<file path="config.mk">
export PLATFORM = sky130hd
export DESIGN_NAME = tl_sensor_gen
export DESIGN_NICKNAME = d
export VERILOG_FILES = /design/src/rtl/tl_sensor_gen.sv
export SDC_FILE = /design/constraint.sdc
export NUM_CORES = 1
export LEC_CHECK = 0
export ABC_AREA = 1
export CAP_MARGIN = 25
export CORE_ASPECT_RATIO = 0.7
export CORE_UTILIZATION = 40
export DETAILED_ROUTE_END_ITERATION = 8
export GPL_TIMING_DRIVEN = 0
export PLACE_DENSITY_LB_ADDON = 0.15
export REMOVE_ABC_BUFFERS = 1
export SETUP_SLACK_MARGIN = 0.1
export SKIP_LAST_GASP = 1
export SYNTH_ARGS = -nofsm -noshare
export SYNTH_HDL_FRONTEND = slang
export SYNTH_SLANG_ARGS = --single-unit
</file>
<file path="constraint.sdc">
create_clock -name clk -period 1.7 [get_ports clk]
set_clock_uncertainty 0.2 [all_clocks]
set_input_delay 0.255 -clock clk [delete_from_list [all_inputs] [get_ports clk]]
set_output_delay 0.255 -clock clk [all_outputs]
set_load 0.05 [all_outputs]
</file>
<file path="src/rtl/tl_sensor_gen.sv">
// tl_sensor_gen: per-lane vehicle queues that drive the traffic sensors from detector pulses and light state
//   clk    : system clock, rising edge
//   reset  : asynchronous active-high reset
//   car_in : detector levels, bit0 A straight, bit1 A left, bit2 B straight, bit3 B left
//   green  : per-lane green indicators, same bit order as car_in
//   ta/tal/tb/tbl : lane queue non-empty (A straight, A left, B straight, B left)
//   q_cnt  : packed queue counts, lane i at [i*CNT_W +: CNT_W]
//   ovf    : sticky per-lane overflow flags
module tl_sensor_gen #(
    parameter int CNT_W   = 3,
    parameter int DEP_CYC = 4
) (
    input  logic               clk,
    input  logic               reset,
    input  logic [3:0]         car_in,
    input  logic [3:0]         green,
    output logic               ta,
    output logic               tal,
    output logic               tb,
    output logic               tbl,
    output logic [4*CNT_W-1:0] q_cnt,
    output logic [3:0]         ovf
);
    localparam int              TW   = (DEP_CYC > 1) ? $clog2(DEP_CYC) : 1;
    localparam logic [TW-1:0]   LAST = TW'(DEP_CYC - 1);
    localparam logic [CNT_W-1:0] MAX = '1;

    for (genvar i = 0; i < 4; i++) begin : g_lane
        logic             car_d;
        logic             of;
        logic [CNT_W-1:0] cnt;
        logic [TW-1:0]    tmr;
        logic             arr;
        logic             run;
        logic             dep;
        always_comb begin
            arr = car_in[i] & ~car_d;
            run = green[i] & (cnt != '0);
            dep = run & (tmr == LAST);
        end
        // timer only runs while the lane can actually drain; any pause discards the partial interval
        always_ff @(posedge clk or posedge reset) begin
            if (reset) begin
                car_d <= 1'b0;
                of    <= 1'b0;
                cnt   <= '0;
                tmr   <= '0;
            end else begin
                car_d <= car_in[i];
                tmr   <= (run && !dep) ? tmr + 1'b1 : '0;
                if (arr && !dep) begin
                    if (cnt != MAX) cnt <= cnt + 1'b1;
                    else of <= 1'b1;
                end else if (dep && !arr) begin
                    cnt <= cnt - 1'b1;
                end
            end
        end
        assign q_cnt[i*CNT_W +: CNT_W] = cnt;
        assign ovf[i] = of;
    end

    assign ta  = |q_cnt[0*CNT_W +: CNT_W];
    assign tal = |q_cnt[1*CNT_W +: CNT_W];
    assign tb  = |q_cnt[2*CNT_W +: CNT_W];
    assign tbl = |q_cnt[3*CNT_W +: CNT_W];
endmodule
</file>
==> flow_summary.yaml, run 1 <==
run_status:
  outcome: "finished with violations"
  failed_checks: "negative setup slack"
setup_path:
  cp.arrival_ns: 1.78
  cp-start-kind: "register"
  cpMostUsedCell: "nand2_1"
  crit_type: "register to register"
  cp-end-kind: "register"
  critical_path.max_stage_delay_ns: 0.43
  crit_required_ns: 1.68
  crit_slowest_cell: "dfrtp_2"
  cp_cell_sequence: "nor2_2 > nand2_2 > nand3_4 > nand2_4 > fa_2 > nand3b_1 > nand2_1 > nand2_1 > nand2_1 > inv_1"
  crit_fanout: 2
sta:
  layout_setup_ws_ns: -0.102
  slew_viol_final: 0
  final-setup-viol-count: 4
  fmax_ghz: 0.555
  hold_viol_final: 0
  grt_setup_unrepaired: "true"
  fin_crit_sh_pct: 106
  worstMarginPinSlew_ns: 0.492
  fin_crit_ns: 1.80
  relSlewSlack_pct: 67.3
clock_network:
  clock_latency_ns: 0.27
  clock_tree.root_cell: "clkbuf_8"
  cts_buffers: 3
  clk_pin_slew_ns: 0.09
  htreeDepth: 1
  numClockSinks: 28
  cts_tree: "done"
  clock_path_buffers: 2
job:
  cap_violations: 0
logic_synthesis:
  synth_top_family_by_area: "simple AND/OR/NAND/NOR gates"
  synth_seq_cells: 28
  yosys.cell_types.count: 25
  synthAdderAreaFrac_pct: 8.57
  synth.cell_area_um2: 1520
  yosys.area_share.simple_pct: 30.3
  yosys.area_share.xor_xnor_pct: 2.31
  yosysWarnings: 0
  syn_inst: 154
  post_synth.cell_area_avg_um2: 9.86
  synth_mux_area_share_pct: 0
  synth_compound_area_share_pct: 4.78
  ys_seq_area_share_pct: 46.2
floorplan:
  core_region_area_um2: 3580
  num_rows: 18
  die_x_um: 75.6
  start_util_pct: 42.4
  die_h_um: 53.5
  num_io_pins: 30
  die-area_um2: 4050
detailed_routing:
  first_pass_iters: 4
  drc: 0
  drt_iter0_drc: 29
  postRouteAntennaNets: 0
  drt_wl_total_um: 3120
  wl_per_cell_um: 11.8
  via_per_inst: 4.57
  vias: 1210
global_routing:
  grt_max_degree: 22
  grt.overflow.total: 0
  grt_usage_pct: 17.5
  grt_pass1_wl_um: 5150
  grt_pass1_vias: 1173
  antenna_found_initial: 0
layout:
  ff_latch_area_um2: 707
  drive_gt1_share_pct: 46.0
  area_growth_pct: 44.8
  utilization_pct: 61.4
  multi_input_area_um2: 766
  fillers: 301
  diodes: 0
  final_nets: 234
  final_cell_count_no_fill: 265
power_and_ir_drop:
  power_density_nw_per_um2: 1970
  p_leak_nw: 1.05
  ir_worst_vdd_mv: 0.952
hold_path:
  hold_class: "input pin to async pin"
place:
  dp.cells: 230
  dp_hpwl_um: 2070
  portBuffers: 29
  gp_congestion: 0.810
[flip-flops by register name, indices dropped and copies added, names as in the netlist]
| register | cells |
|---|---|
| g_lane.cnt | 12 |
| g_lane.of | 4 |
| g_lane.car_d | 4 |
| g_lane.tmr | 8 |
[layout make-up]
type	instances	area share, %
inverters	24	4.10
clock inverters	1	1.37
well taps	50	2.85
multi-input cells	98	34.9
flip-flops and latches	28	32.2
clock buffers	3	1.88
repair buffers	61	22.8
[kinds of logic after synthesis]
family	count (synthesis)
buffers and inverters	28
and+or+nand+nor	76
xor gates and xnor gates	4
adders and majority gates	8
DFF	28
AOI/OAI and AO/OA	10
[worst max-delay path, delay by kind of cell (launching register included)]
kind	cells	cell delay (ns)
AND/OR/NAND/NOR	8	0.71
flip-flops	1	0.43
adder cells (fa/ha/maj)	1	0.34
buffers and inverters	1	0.03
[through the flow]
step	area, µm²	hold WS (ns)	TNS [ns]	total power [mW]	setup WS, ns
finish	2200	0.0603	-0.233	4.32	-0.102
global route	2200	0.0530	-0.941	4.66	-0.227
CTS	2140	0.0597	-0.273	4.19	-0.0826
detailed placement	1870	0.224	-3.32	3.44	-0.432
global placement	1840	0.219	-4.36	3.36	-0.391
floorplan	1490	0.0864	-5.70	2.74	-0.707
[per-layer routing]
layer / global-route usage [%] / part of all wire, % / vias up
met5: 0 / 0 / -
met4: 4.32 / 0.35 / 0
met3: 4.68 / 3.6 / 2
met2: 28.7 / 50 / 21
met1: 23.3 / 46 / 579
li1: - / - / 608
[placed cells by master (no fill, tap or decap), types with 5 or more instances in the layout]
cell and instances:
buf_4 29, buf_2 8, dfrtp_2 5, nand2_1 22, nand2_2 7, dfrtp_1 23
clkdlybuf4s50_1 9, clkbuf_2 6, inv_1 21, nand3_1 10, nand3b_1 7, nor2_1 8
[power by group]
group,internal [mW],switching [mW]
clock network,0.315,0.207
logic,0.967,1.66
registers,0.954,0.220
[worst paths after layout]
kind	from	endpoint	slack, ns	cells after the start
worst max-delay path	g_lane[3].cnt[0]	g_lane[3].cnt[2]	-0.10	10
worst min-delay path	reset	g_lane[3].cnt[2]	0.06	2
worst max register to register	g_lane[3].cnt[0]	g_lane[3].cnt[2]	-0.10	10
worst min register to register	g_lane[2].tmr[0]	g_lane[2].tmr[0]	0.24	1
max in group asynchronous	reset	g_lane[1].cnt[2]	0.80	3
min in group clk	car_in[3]	g_lane[3].car_d	0.24	1
[Yosys cell counts, drive strengths merged]
library cell / n / area (µm²)
nand2: 33 / 149
xor2: 4 / 35.0
nand4: 4 / 25.0
nand3b: 7 / 52.6
o21ai: 4 / 23.8
inv: 24 / 90.1
a21boi: 2 / 18.8
nand3: 17 / 143
dfrtp: 28 / 701
buf: 4 / 30.0
fa: 4 / 80.1
ha: 4 / 50.1
nor2: 15 / 90.1
o21bai: 4 / 30.0
[timing repair]
action / CTS / global route
pin swaps: 14 / 11
hold buffers: 0 / 0
setup buffers: 24 / 8
gates resized for setup: 87 / 33
setup endpoints to repair: 28 / 22
Power figures use the tool's default switching activity.
==> run 2, diff against run 1 <==
--- a/config.mk
+++ b/config.mk
@@ -11,7 +11,7 @@
 export CORE_UTILIZATION = 40
 export DETAILED_ROUTE_END_ITERATION = 8
 export GPL_TIMING_DRIVEN = 0
-export PLACE_DENSITY_LB_ADDON = 0.15
+export PLACE_DENSITY_LB_ADDON = 0.08
 export REMOVE_ABC_BUFFERS = 1
 export SETUP_SLACK_MARGIN = 0.1
 export SKIP_LAST_GASP = 1
==> flow_summary.yaml, run 2 (synthesis results as in run 1) <==
detailed_routing:
  drc: 0
  postRouteAntennaNets: 0
  drt_iter0_drc: 36
  wl_per_cell_um: 11.2
  first_pass_iters: 4
  vias: 1241
  drt_wl_total_um: 3030
  via_per_inst: 4.58
setup_path:
  cp.arrival_ns: 1.76
  path_buf_inv: 0
  crit_fanout: 3
  cp-start-kind: "register"
  cp_cell_sequence: "nor2_4 > nand2_2 > nand3_2 > nand2_2 > fa_2 > nand3b_1 > nand4_1 > nand2_1"
  crit_type: "register to register"
  cpMostUsedCell: "nand2_2"
  crit_slowest_cell: "dfrtp_1"
  worstReg2RegStart: "g_lane[1].cnt[2]"
  crit_family: "simple AND/OR/NAND/NOR gates"
  reg2regPathDepth: 8
  reg2reg_slack_ns: -0.09
  cp-end-kind: "register"
  r2r_end: "g_lane[1].cnt[2]"
  critical_path.max_stage_delay_ns: 0.43
  critPathLaunch: "g_lane[1].cnt[2]"
  crit_required_ns: 1.67
sta:
  relSlewSlack_pct: 60.5
  fin_crit_ns: 1.79
  layout_setup_ws_ns: -0.0874
  grt_setup_unrepaired: "true"
  final-setup-viol-count: 4
  whs_ns: 0.133
  slew_viol_final: 0
  worstMarginPinSlew_ns: 0.592
  fmax_ghz: 0.559
  hold_viol_final: 0
  fin_crit_sh_pct: 105
power_and_ir_drop:
  power_density_nw_per_um2: 1990
  ir_worst_vdd_mv: 1.08
  p_leak_nw: 1.07
  fin_total_pwr_mw: 4.46
clock_network:
  clock_tree.root_cell: "clkbuf_8"
  clock_latency_ns: 0.28
  clk_pin_slew_ns: 0.10
  numClockSinks: 28
  htreeDepth: 1
  clock_path_buffers: 2
  cts_buffers: 3
  hold_buffers: 0
  cts_tree: "done"
place:
  dp_hpwl_um: 1910
  portBuffers: 29
  gp_congestion: 0.783
  dp.cells: 230
layout:
  layout_common_cells: "buf_4, dfrtp_1, inv_1"
  largest-register: "g_lane.cnt"
  fillers: 290
  final_nets: 240
  diodes: 0
  area_growth_pct: 48.1
  final_common_cell: "buf_4"
  top_regs: "g_lane.cnt: 12 flops, g_lane.tmr: 8 flops"
  drive_gt1_share_pct: 48.9
  utilization_pct: 62.8
  final_cell_count_no_fill: 271
  largest_reg_flops: 12
floorplan:
  start_util_pct: 42.4
  num_rows: 18
  core_region_area_um2: 3580
  die_h_um: 53.5
  num_io_pins: 30
  die-area_um2: 4050
  die_x_um: 75.6
global_routing:
  antenna_found_initial: 0
  grt_max_degree: 17
  grt_pass1_vias: 1188
  grt_usage_pct: 17.0
  grt.overflow.total: 0
  grt_pass1_wl_um: 5110
job:
  cap_violations: 0
run_status:
  outcome: "finished with violations"
  failed_checks: "negative setup slack"
hold_path:
  hold_class: "input pin to async pin"
## run 2: layout make-up
cell class | count | area [µm²] | share of cell area, %
clock inverters | 1 | 30.0 | 1.34
inverters | 24 | 90.1 | 4.01
multi-input cells | 98 | 779 | 34.7
repair buffers | 67 | 537 | 23.9
well taps | 50 | 62.6 | 2.78
clock buffers | 3 | 41.3 | 1.84
flip-flops and latches | 28 | 707 | 31.5
## run 2: stage by stage
step / setup WS (ns) / instance area, µm² / TNS [ns]
after detailed placement: -0.446 / 1860 / -3.24
after floorplan: -0.707 / 1490 / -5.70
after CTS: -0.0616 / 2160 / -0.139
final: -0.0874 / 2250 / -0.222
after global placement: -0.382 / 1840 / -4.75
after global routing: -0.183 / 2250 / -0.805
## run 2: power breakdown
group          switching [mW]  internal [mW]  leakage, nW  total [mW]
logic                    1.70           1.09        0.701        2.78
registers               0.204          0.953        0.331        1.16
clock network           0.208          0.315       0.0357       0.523
total                    2.11           2.35         1.07        4.46
## run 2: routing by layer
layer  global-route usage (%)  vias up  part of all wire [%]
met1                     22.0      592                    46
met4                     4.32        0                   1.0
met2                     28.6       19                    49
met5                        0        -                     0
met3                     4.68        6                   3.3
li1                         -      624                     -
## run 2: worst max path at each step
| stage | end | slack, ns | cells past startpoint |
|---|---|---|---|
| 6_report | g_lane[1].cnt[2] | -0.09 | 8 |
| 3_5_place_dp | g_lane[3].cnt[2] | -0.45 | 10 |
| 4_1_cts | g_lane[3].cnt[2] | -0.06 | 10 |
| 3_3_place_gp | g_lane[3].cnt[2] | -0.38 | 10 |
| 2_1_floorplan | g_lane[1].cnt[2] | -0.71 | 8 |
| 5_1_grt | g_lane[1].cnt[2] | -0.18 | 8 |
## run 2: repair_timing
| item | 4_1_cts | 5_1_grt |
|---|---|---|
| buffers inserted | 28 | 9 |
| resized for setup | 100 | 30 |
| endpoints found under the setup margin | 28 | 18 |
| pin swaps | 18 | 15 |
